$ cat src/rtl/fft_operand_sequencer.sv
// Operand sequencer for a radix-2 FFT butterfly.
// A debounced push-button steps through loading the twiddle (Rew, Imw) and the
// two data points (Reb, Imb, Rea, Ima) from the switches. It then offers the
// set downstream with a valid/ready handshake, and finally walks four result
// selects for the LED stage. The twiddle is kept across sets, so each later
// set needs only four presses.
module fft_operand_sequencer #(
    parameter int n         = 8,
    parameter int DB_CYCLES = 16
) (
    input  logic         Clock,
    input  logic         Reset,
    input  logic         ReadyIn,
    input  logic [n-1:0] sw,
    output logic [n-1:0] Rew,
    output logic [n-1:0] Imw,
    output logic [n-1:0] Reb,
    output logic [n-1:0] Imb,
    output logic [n-1:0] Rea,
    output logic [n-1:0] Ima,
    output logic         OpValid,
    input  logic         OpReady,
    output logic [1:0]   DispIdx,
    output logic         DispStep,
    output logic         TwLoaded
);

    localparam int             CW      = (DB_CYCLES > 1) ? $clog2(DB_CYCLES) : 1;
    localparam logic [CW-1:0]  DB_LAST = CW'(DB_CYCLES - 1);

    typedef enum logic [2:0] {
        LD_REW, LD_IMW, LD_REB, LD_IMB, LD_REA, LD_IMA, ISSUE, DISP
    } state_t;

    state_t        state, state_nxt;
    logic          sync1, sync2;
    logic          db_level;
    logic [CW-1:0] db_cnt;
    logic          press;

    // Two-flop synchronizer for the asynchronous button.
    always_ff @(posedge Clock) begin
        // NOTE: every sequential update uses <= so that all flops sample
        // pre-edge values; with = the second flop would see the first flop's
        // new value and the synchronizer would collapse to a single stage.
        if (Reset) begin
            sync1 <= 1'b0;
            sync2 <= 1'b0;
        end else begin
            sync1 <= ReadyIn;
            sync2 <= sync1;
        end
    end

    // Debounce: the level flips only after DB_CYCLES consecutive disagreeing
    // samples. A press pulse is raised on the edge where the level rises, so
    // the capture lands one cycle later.
    always_ff @(posedge Clock) begin
        if (Reset) begin
            db_level <= 1'b0;
            db_cnt   <= '0;
            press    <= 1'b0;
        end else begin
            press <= 1'b0;
            if (sync2 == db_level) begin
                db_cnt <= '0;
            end else if (db_cnt == DB_LAST) begin
                db_level <= sync2;
                db_cnt   <= '0;
                press    <= sync2;
            end else begin
                db_cnt <= db_cnt + 1'b1;
            end
        end
    end

    // State register.
    always_ff @(posedge Clock) begin
        if (Reset) state <= LD_REW;
        else       state <= state_nxt;
    end

    // Next-state logic: presses advance the load chain and the display walk;
    // the handshake moves ISSUE to DISP. Presses in ISSUE are dropped.
    always_comb begin
        // NOTE: the default assignment first guarantees every path assigns
        // state_nxt, so no latch is inferred for the unlisted cases.
        state_nxt = state;
        case (state)
            LD_REW: if (press) state_nxt = LD_IMW;
            LD_IMW: if (press) state_nxt = LD_REB;
            LD_REB: if (press) state_nxt = LD_IMB;
            LD_IMB: if (press) state_nxt = LD_REA;
            LD_REA: if (press) state_nxt = LD_IMA;
            LD_IMA: if (press) state_nxt = ISSUE;
            ISSUE:  if (OpReady) state_nxt = DISP;
            DISP:   if (press && DispIdx == 2'd3) state_nxt = LD_REB;
            default: state_nxt = LD_REW;
        endcase
    end

    // Operand capture: each register loads only on a press in its own state,
    // so nothing moves while the set is being offered in ISSUE.
    always_ff @(posedge Clock) begin
        if (Reset) begin
            Rew      <= '0;
            Imw      <= '0;
            Reb      <= '0;
            Imb      <= '0;
            Rea      <= '0;
            Ima      <= '0;
            TwLoaded <= 1'b0;
        end else if (press) begin
            case (state)
                LD_REW: Rew <= sw;
                LD_IMW: begin
                    Imw      <= sw;
                    TwLoaded <= 1'b1;
                end
                LD_REB: Reb <= sw;
                LD_IMB: Imb <= sw;
                LD_REA: Rea <= sw;
                LD_IMA: Ima <= sw;
                default: ;
            endcase
        end
    end

    // Display select: cleared on the handshake, stepped by presses in DISP.
    // The 2-bit index wraps from 3 back to 0 as the FSM returns to LD_REB.
    always_ff @(posedge Clock) begin
        if (Reset) begin
            DispIdx  <= 2'd0;
            DispStep <= 1'b0;
        end else begin
            DispStep <= 1'b0;
            if (state == ISSUE && OpReady) begin
                DispIdx <= 2'd0;
            end else if (state == DISP && press) begin
                DispStep <= 1'b1;
                DispIdx  <= DispIdx + 2'd1;
            end
        end
    end

    assign OpValid = (state == ISSUE);

endmodule

$ cat config.mk
export PLATFORM = sky130hd
export DESIGN_NAME = fft_operand_sequencer
export DESIGN_NICKNAME = d
export VERILOG_FILES = /design/src/rtl/fft_operand_sequencer.sv
export SDC_FILE = /design/constraint.sdc
export NUM_CORES = 1
export LEC_CHECK = 0
export ABC_AREA = 0
export CORE_ASPECT_RATIO = 0.8
export CORE_MARGIN = 2
export CORE_UTILIZATION = 47
export DETAILED_ROUTE_END_ITERATION = 12
export PLACE_DENSITY = 0.9
export SYNTH_ARGS = -nofsm -noshare
export SYNTH_HDL_FRONTEND = slang
export SYNTH_SLANG_ARGS = --single-unit
$ cat constraint.sdc
create_clock -name Clock -period 1.71 [get_ports Clock]
set_input_delay 0.342 -clock Clock [delete_from_list [all_inputs] [get_ports Clock]]
set_output_delay 0.342 -clock Clock [all_outputs]
set_load 0.03 [all_outputs]
; ---- Yosys cells after proc, flatten, opt, wreduce, memory -nomap -nowiden
; Cells that the tools add are included.
[totals]
regBits = 63
inputBits = 12
output_inout_bits = 53
elab_cells = 62
[op_classes]
add_sub_neg = 2
eq_ne = 18
mux = 10
n_bitwise = 2
n_reduce_logical = 15
[op_table]
columns = cell, n
row1 = two-way mux 3 bit, 8
row2 = case mux 3 bit (8 select lines), 1
row3 = != test 2 bit (second input constant), 7
row4 = AND reduction 2 bit, 7
row5 = == test 3 bit (second input constant), 4
row6 = AND reduction 8 bit, 1
row7 = == test 3 x 2 -> 1 bit (second input constant), 2
row8 = OR reduction 3 bit, 2
row9 = adder 4 x 1 -> 4 bit (second input constant), 1
row10 = == test 4 bit (second input constant), 1
row11 = == test 3 x 1 -> 1 bit (second input constant), 1
row12 = logical AND 1 bit, 3
row13 = logical NOT 3 bit, 1
row14 = adder 2 x 1 -> 2 bit (second input constant), 1
row15 = == test 2 bit (second input constant), 1
row16 = != test 2 x 1 -> 1 bit (second input constant), 1
row17 = inverter 1 bit, 2
row18 = OR reduction 2 bit, 1
row19 = == test 1 bit, 1
row20 = two-way mux 1 bit, 1

; ---- Logic depth before layout (Yosys ltp)
; Gate-level depths: netlist (run 1).
[logic_depth]
word_depth = 4
depth_mapped = 5
depth_no_buf = 4

; ---- Least setup slack after synthesis (run 1)
; Ideal clock, no wire load.
[synth_timing]
path_kind = register -> output
start = reg state[2]
end = out OpValid
arrival_time_ns = 1.004
t_required_ns = 1.368
path_slack_ns = 0.364
stages_incl_launch_ff = 4
path_buffers = 1
path_cell_list = dfxtp_1 > buf_4 > nand2_1 > nor2_1
[synth_between]
elab_chain_cells = 1
[synth_rtl]
columns = item, line_no
row1 = "start, declared", 35  ; state_t state, state_nxt;
row2 = "start signal, assigned", 80  ; else state <= state_nxt;
row3 = == test 3 bit, 146  ; assign OpValid = (state == ISSUE);
row4 = "end, declared", 21  ; output logic OpValid,
; No other way between the ends.

; ---- Final worst setup path (run 1)
[layout_timing]
start = reg Reb[3]
end = out Reb[3]
[layout_lines]
columns = item, line_no
row1 = "start, declared", 17  ; output logic [n-1:0] Reb,
row2 = "start signal, assigned", 120  ; LD_REB: Reb <= sw;
; No word-level cell between the ends.

==> flow_metrics.py, run 1 <==
metrics = {
    "outcome": {
        "status": "finished, final reports clean",
    },
    "global_route": {
        "grt_use_met2": 0.365,
        "antenna_found_initial": 0,
        "grt_pass1_wl_um": 9080,
        "overflow": 0,
        "grt_util_met3": 0.103,
        "grt_max_degree": 34,
        "busiest_layer": "met2",
        "use_met1": 0.240,
        "first_global_vias": 1908,
        "grt_use_total": 0.211,
    },
    "min_path": {
        "hold_path_end": "Rew[4]$_SDFFE_PP0P_",
        "worst_hold_path_type": "register to register",
        "hold_start": "Rew[4]$_SDFFE_PP0P_",
        "hold_depth": 2,
    },
    "drt": {
        "vias_per_cell": 5.15,
        "wl_um": 5770,
        "firstDrtPassIters": 4,
        "drc_errors": 0,
        "num_vias": 1941,
        "wire_per_inst_um": 15.3,
        "postRouteAntennaNets": 0,
        "drtIter0Drc": 114,
    },
    "sta": {
        "max_slew_margin": 0.576,
        "worst_slew_pin_slew_ps": 636,
        "finalSetupTns_ps": 0,
        "whs_ps": 450,
        "min_period_over_period": 0.989,
        "setup_violations": 0,
        "finClkSkew_ps": 9.82,
        "fin_crit_ps": 1690,
        "maxSlewViolCount": 0,
        "layout_setup_ws_ps": 18.1,
        "clock.fmax_mhz": 591,
        "hold_violations": 0,
    },
    "critical_path": {
        "worst-path-buf-inv": 1,
        "cp_cell_sequence": "clkdlybuf4s50_1",
        "cp.required_ps": 1370,
        "cp.arrival_ps": 1350,
        "worstSetupStartpointType": "register",
        "endpoint_kind": "primary output",
        "worst-path-max-fanout": 2,
        "rrSetupSlack_ps": 220,
        "worstSetupPathType": "register to primary output",
        "timing.rr.end": "Reb[3]$_SDFFE_PP0P_",
        "r2r-start": "state[2]$_SDFFE_PP0P_",
        "slowest_delay_ps": 670,
        "cp_top_family": "buffers and inverters",
        "cp_slowest_cell": "clkdlybuf4s50_1",
        "r2r_cells": 3,
    },
    "clocking": {
        "cts_max_path_buffers": 2,
        "clk_pin_slew_ps": 60,
        "numCtsBuffers": 9,
        "clkLatencyLatePin_ps": 330,
        "cts-hold-fix-buffers": 0,
        "cts-htree-levels": 3,
        "post-cts-setup-buffers": 0,
        "cts_sinks": 63,
        "ctsRootBufferMaster": "clkbuf_8",
        "cts_tree": "yes",
    },
    "place": {
        "gp_congestion": 0.768,
        "dp_slack_ps": 151,
        "numPortBuffers": 64,
        "place_inst": 362,
        "dp_hpwl_um": 3850,
        "placed_area_sq_mm": 0.00301,
    },
    "layout": {
        "fin_nets": 325,
        "area_growth_pct": 37.0,
        "drive_above_1_share": 0.0730,
        "antennaDiodeCount": 0,
        "layout.cells.non_filler": 377,
        "final_core_utilization": 0.656,
        "finalInstanceArea_sq_mm": 0.00323,
    },
    "power_and_ir_drop": {
        "power.leakage_nw": 1.75,
        "total_power_mw": 2.62,
        "vdd_drop_max_mv": 0.679,
        "power_density_mw_per_mm2": 811,
    },
    "floorplanning": {
        "die_area_sq_mm": 0.00560,
        "die_w_um": 83.2,
        "io_pins": 65,
        "start_util": 0.479,
        "coreArea_sq_mm": 0.00492,
        "rows": 23,
        "die_h_um": 67.3,
    },
    "synth": {
        "syn-num-nets": 263,
        "syn_inst": 249,
        "ys_warn_count": 0,
        "syn_avg_cell_area_sq_um": 9.46,
        "netlist_area_sq_mm": 0.00236,
        "synth_top_cell_by_area": "dfxtp_1",
        "synth_most_common_cell": "dfxtp_1",
        "synth_edf_count": 0,
        "ys_types": 30,
        "ys_async_sr_fraction": 0,
        "yosys_most_used_dff": "dfxtp_1",
        "synth_top_area_frac": 0.535,
        "synth-seq-area-share": 0.535,
        "ys_seq_elements": 63,
        "synth_top_cells_by_count": "63 x dfxtp_1, 51 x nand2_1, 35 x nor2_1, 27 x mux2i_1, 25 x a21oi_1",
        "synth_area_leaders": "dfxtp_1 54%, mux2i_1 11%, nand2_1 8.1%",
    },
    "flow_run": {
        "maxCapViolations": 0,
    },
}
==> worst reg2reg max path, stage by stage (launching register included) <==
cell      delay (ps)
dfxtp_2          390
and4bb_1         660
mux2i_1          280
nor2_1            60
==> kinds of logic after synthesis <==
family          share of synthesized area
simple gates                        0.212
flops                               0.535
compound gates                     0.0653
mux                                 0.115
buf+inv                            0.0467
xor+xnor                           0.0149
fa+ha+maj                          0.0106
==> final cells by class <==
cell class              count  area, sq um
clock buffers              14          153
inverters                   2         7.51
repair buffers             68          734
flip-flops and latches     63         1260
well taps                  62         77.6
clock inverters             1         5.00
fillers                   392         1690
multi-input cells         167          987
==> sequential cells by signal, summed over array words and instances, names as in the netlist <==
register,count
press,1
TwLoaded,1
state,3
db_cnt,4
Rew,8
sync2,1
sync1,1
db_level,1
Imw,8
Imb,8
Rea,8
DispIdx,2
Reb,8
Ima,8
DispStep,1
==> timing repair <==
action                     4_1_cts  5_1_grt
setup endpoints to repair       14       31
cloned                           0        0
resized for setup               15       31
pin swaps                        0        0
==> worst max-delay path by stage <==
stage	from	endpoint	cells past startpoint
floorplan	state[2]$_SDFFE_PP0P_	OpValid	3
global placement	state[2]$_SDFFE_PP0P_	Reb[7]$_SDFFE_PP0P_	3
detailed placement	state[2]$_SDFFE_PP0P_	Rea[4]$_SDFFE_PP0P_	3
CTS	Rew[4]$_SDFFE_PP0P_	Rew[4]	1
global route	Reb[3]$_SDFFE_PP0P_	Reb[3]	1
finish	Reb[3]$_SDFFE_PP0P_	Reb[3]	1
==> routing by layer <==
metal	vias to the layer above	wire, um	share of wire
li1	956	-	-
met1	912	2520	0.44
met2	66	2720	0.47
met3	7	477	0.083
met4	0	57	0.0099
met5	-	0	0
==> report_power, final <==
group / internal, mW / switching (mW) / total, mW / leakage (nW)
logic: 0.0316 / 0.0486 / 0.0802 / 1.16
clock network: 0.557 / 0.509 / 1.07 / 0.0805
registers: 1.47 / 0.00161 / 1.47 / 0.509
==> cell usage in the layout, fill, tap and decap left out, types with 4 or more instances in the layout <==
cell             netlist  routed
a21oi_1               25      25
clkbuf_1               5       4
nand2_1               51      51
buf_4                  5       4
dlygate4sd2_1          0      13
mux2i_1               27      27
clkdlybuf4s50_1        0      19
dfxtp_1               63      61
nor2_1                35      34
nand3_1                4       4
clkbuf_8               0      10
xor2_1                 4       4
dlymetal6s2s_1         0      30
Note: power is estimated with default switching activity, not from simulation.
==> inputs of run 2 (changes only) <==
SKIP_CTS_REPAIR_TIMING = 1   (was unset)
==> run 2 against run 1 <==
Sequential cell count did not move. Clock skew about the same. Worst setup slack gained 2.5 ps. Non-clock buffer count stayed put. First-iteration DRC count down 7.9%.
==> flow_metrics.py, run 2 (synthesis results as in run 1) <==
metrics = {
    "critical_path": {
        "cp.arrival_ps": 1350,
        "worst-path-max-fanout": 2,
        "cp.required_ps": 1370,
        "cp_top_family": "buffers and inverters",
        "cp_cell_sequence": "clkdlybuf4s50_1",
        "cp_slowest_cell": "clkdlybuf4s50_1",
        "worstSetupStartpointType": "register",
        "worst-path-buf-inv": 1,
        "endpoint_kind": "primary output",
        "slowest_delay_ps": 670,
        "worstSetupPathType": "register to primary output",
    },
    "clocking": {
        "numCtsBuffers": 9,
        "ctsRootBufferMaster": "clkbuf_8",
        "cts-htree-levels": 3,
        "cts_max_path_buffers": 2,
        "cts_tree": "yes",
        "cts_sinks": 63,
        "clk_pin_slew_ps": 60,
        "clkLatencyLatePin_ps": 330,
    },
    "sta": {
        "whs_ps": 451,
        "finClkSkew_ps": 9.91,
        "worst_slew_pin_slew_ps": 643,
        "fin_crit_ps": 1690,
        "max_slew_margin": 0.571,
        "maxSlewViolCount": 0,
        "min_period_over_period": 0.988,
        "setup_violations": 0,
        "layout_setup_ws_ps": 20.6,
        "clock.fmax_mhz": 592,
        "hold_violations": 0,
    },
    "drt": {
        "drtIter0Drc": 105,
        "drc_errors": 0,
        "firstDrtPassIters": 5,
        "wire_per_inst_um": 15.3,
        "num_vias": 1942,
        "wl_um": 5780,
        "vias_per_cell": 5.15,
        "postRouteAntennaNets": 0,
    },
    "layout": {
        "antennaDiodeCount": 0,
        "area_growth_pct": 39.1,
        "layout.cells.non_filler": 377,
        "final_common_cell": "dfxtp_1",
        "fin_nets": 325,
        "final_cell_mix": "61 x dfxtp_1, 51 x nand2_1, 43 x dlymetal6s2s_1",
        "drive_above_1_share": 0.0730,
        "fill_cells": 383,
        "finalInstanceArea_sq_mm": 0.00328,
    },
    "power_and_ir_drop": {
        "switching_share": 0.213,
        "vdd_drop_max_mv": 0.666,
        "p_clk_frac": 0.407,
        "power_frac_seq": 0.562,
        "power_density_mw_per_mm2": 799,
        "pwr-share-comb": 0.031,
        "power.leakage_nw": 1.93,
        "switchingPower_uw": 558,
        "intPower_mw": 2.06,
        "total_power_mw": 2.62,
    },
    "place": {
        "dp_hpwl_um": 3850,
        "gp_congestion": 0.768,
        "placed_area_sq_mm": 0.00301,
        "numPortBuffers": 64,
        "place_inst": 362,
        "dp_slack_ps": 151,
    },
    "floorplanning": {
        "die_w_um": 83.2,
        "die_area_sq_mm": 0.00560,
        "die_h_um": 67.3,
        "start_util": 0.479,
        "io_pins": 65,
        "coreArea_sq_mm": 0.00492,
        "rows": 23,
    },
    "global_route": {
        "first_global_vias": 1903,
        "grt_use_total": 0.211,
        "antenna_found_initial": 0,
        "overflow": 0,
        "grt_max_degree": 34,
        "grt_pass1_wl_um": 9080,
    },
    "min_path": {
        "worst_hold_path_type": "register to register",
    },
    "flow_run": {
        "maxCapViolations": 0,
    },
    "outcome": {
        "status": "finished, final reports clean",
    },
}
[run 2: changes by cell type in the layout (fill, tap and decap cells not counted), sizes merged]
cell,change
dlymetal6s2s,+13
dlygate4sd2,-13
[run 2: final timing paths]
path                    startpoint                   to  slack (ps)  depth (start not counted)
max            Reb[3]$_SDFFE_PP0P_               Reb[3]          20                          1
max reg2reg  state[2]$_SDFFE_PP0P_  Reb[3]$_SDFFE_PP0P_         230                          3
min            Rew[4]$_SDFFE_PP0P_  Rew[4]$_SDFFE_PP0P_         450                          2
min reg2reg    Rew[4]$_SDFFE_PP0P_  Rew[4]$_SDFFE_PP0P_         450                          2
[run 2: final cells by class]
type,count,area (sq um),share of cell area
clock buffer,14,153,0.0466
clock inverter,1,5.00,0.00153
inverter,2,7.51,0.00229
multi-input combinational,167,987,0.301
sequential,63,1260,0.386
tap,62,77.6,0.0237
timing repair buffer,68,783,0.239
[run 2: worst min-delay path, delay by kind of cell (launching register included)]
family | cells | cell delay (ps)
compound gates | 1 | 50
flops | 1 | 300
simple gates | 1 | 50
[run 2: layer usage]
| layer | wire length [um] | GRT usage |
|---|---|---|
| met5 | 0 | 0 |
| met4 | 34 | 0.0410 |
| met1 | 2510 | 0.241 |
| met3 | 473 | 0.101 |
| met2 | 2770 | 0.367 |
[run 2: through the flow]
stage,utilization,TNS [ps]
floorplan,-,0
global placement,0.611,0
detailed placement,0.611,0
CTS,0.643,-342
global route,0.666,-20.7
finish,0.666,0
[run 2: power groups by stage]
| stage | combinational (mW) | clock, mW | sequential (mW) |
|---|---|---|---|
| after floorplan | 0.0264 | 0 | 1.50 |
| after global placement | 0.0775 | 0 | 1.50 |
| after detailed placement | 0.0788 | 0 | 1.50 |
| after CTS | 0.0793 | 1.09 | 1.47 |
| after global routing | 0.0855 | 1.15 | 1.47 |
| final | 0.0805 | 1.07 | 1.47 |
==> inputs of run 3 (changes only) <==
ABC_AREA = unset   (was 0)
MAX_ROUTING_LAYER = met4   (was unset)
==> run 3 against run 2 <==
Largest cell class unchanged. Design area is the same. Register-to-register slack hardly changed. Global-route usage up 0.70 points. Critical path type unchanged. Highest routed layer unchanged. Clock power about the same. Utilization unchanged. Die area unchanged.
==> flow_metrics.py, run 3 (synthesis results as in run 1) <==
metrics = {
    "critical_path": {
        "r2r-start": "state[2]$_SDFFE_PP0P_",
        "cp_cell_sequence": "clkdlybuf4s50_1",
        "cp.arrival_ps": 1340,
        "worst-path-max-fanout": 2,
        "worst-path-buf-inv": 1,
        "r2r_cells": 3,
        "worstSetupStartpointType": "register",
        "timing.rr.end": "Reb[3]$_SDFFE_PP0P_",
        "rrSetupSlack_ps": 220,
        "cp_slowest_cell": "clkdlybuf4s50_1",
        "slowest_delay_ps": 670,
        "cp.required_ps": 1370,
        "worstSetupPathType": "register to primary output",
        "cp_top_family": "buffers and inverters",
        "endpoint_kind": "primary output",
    },
    "power_and_ir_drop": {
        "power.leakage_nw": 1.93,
        "power_density_mw_per_mm2": 800,
        "vdd_drop_max_mv": 0.668,
    },
    "clocking": {
        "cts_max_path_buffers": 2,
        "cts-htree-levels": 3,
        "numCtsBuffers": 9,
        "clk_pin_slew_ps": 60,
        "cts_sinks": 63,
        "cts_tree": "yes",
        "ctsRootBufferMaster": "clkbuf_8",
        "clkLatencyLatePin_ps": 330,
    },
    "drt": {
        "num_vias": 1944,
        "drc_errors": 0,
        "firstDrtPassIters": 5,
        "drtIter0Drc": 141,
        "postRouteAntennaNets": 0,
        "vias_per_cell": 5.16,
        "wire_per_inst_um": 15.5,
        "wl_um": 5840,
    },
    "global_route": {
        "grt_pass1_wl_um": 9090,
        "grt_max_degree": 34,
        "overflow": 0,
        "first_global_vias": 1902,
        "grt_use_total": 0.218,
        "antenna_found_initial": 0,
    },
    "floorplanning": {
        "die_area_sq_mm": 0.00560,
        "die_h_um": 67.3,
        "die_w_um": 83.2,
        "io_pins": 65,
        "rows": 23,
        "coreArea_sq_mm": 0.00492,
        "start_util": 0.479,
    },
    "layout": {
        "register_area_sq_mm": 0.00126,
        "fill_cells": 383,
        "drive_above_1_share": 0.0730,
        "finalInstanceArea_sq_mm": 0.00328,
        "antennaDiodeCount": 0,
        "fin_nets": 325,
        "final_core_utilization": 0.666,
        "multi_input_area_sq_um": 987,
        "area_growth_pct": 39.1,
        "final_cell_mix": "61 x dfxtp_1, 51 x nand2_1, 43 x dlymetal6s2s_1",
        "final_common_cell": "dfxtp_1",
    },
    "sta": {
        "min_period_over_period": 0.986,
        "setup_violations": 0,
        "finClkSkew_ps": 9.91,
        "worst_slew_pin_slew_ps": 637,
        "hold_violations": 0,
        "maxSlewViolCount": 0,
        "clock.fmax_mhz": 593,
        "fin_crit_ps": 1690,
        "max_slew_margin": 0.575,
        "whs_ps": 451,
    },
    "min_path": {
        "worst_hold_path_type": "register to register",
        "hold_depth": 2,
        "hold_start": "Rew[4]$_SDFFE_PP0P_",
        "hold_path_end": "Rew[4]$_SDFFE_PP0P_",
    },
    "place": {
        "numPortBuffers": 64,
        "dp_hpwl_um": 3850,
        "gp_congestion": 0.779,
        "placed_area_sq_mm": 0.00301,
    },
    "outcome": {
        "status": "finished, final reports clean",
    },
    "flow_run": {
        "maxCapViolations": 0,
    },
}
[run 3: cell counts in the layout (fill, tap and decap cells not counted)]
Identical to the previous run, type by type.
[run 3: how the worst max path moves through the flow]
stage	cells past startpoint	end	startpoint	slack (ps)
final	1	Reb[3]	Reb[3]$_SDFFE_PP0P_	20
after global routing	1	Reb[3]	Reb[3]$_SDFFE_PP0P_	-10
after CTS	3	OpValid	state[2]$_SDFFE_PP0P_	-70
after detailed placement	3	Rea[4]$_SDFFE_PP0P_	state[2]$_SDFFE_PP0P_	150
after global placement	3	Reb[7]$_SDFFE_PP0P_	state[2]$_SDFFE_PP0P_	250
after floorplan	3	OpValid	state[2]$_SDFFE_PP0P_	360
[run 3: metrics by stage]
stage / worst slack (ps) / TNS, ps / cells / total power [mW]
6_report: 24.1 / 0 / 377 / 2.62
3_5_place_dp: 151 / 0 / 362 / 1.58
3_3_place_gp: 247 / 0 / 362 / 1.58
5_1_grt: -12.9 / -22.8 / 377 / 2.71
2_1_floorplan: 364 / 0 / 249 / 1.53
4_1_cts: -70.0 / -342 / 377 / 2.64
[run 3: final cells by class]
cell class	instances	area share
sequential	63	0.386
multi-input combinational	167	0.301
timing repair buffer	68	0.239
clock buffer	14	0.0466
tap	62	0.0237
inverter	2	0.00229
clock inverter	1	0.00153
[run 3: power by group]
group	internal [mW]	switching, mW
clock	0.557	0.510
sequential	1.47	0.00160
combinational	0.0315	0.0494
total	2.06	0.561
[run 3: per-layer routing]
metal | track usage | routed length, um
met1 | 0.247 | 2590
met2 | 0.365 | 2810
met3 | 0.0966 | 418
met4 | 0.0410 | 30
met5 | - | 0
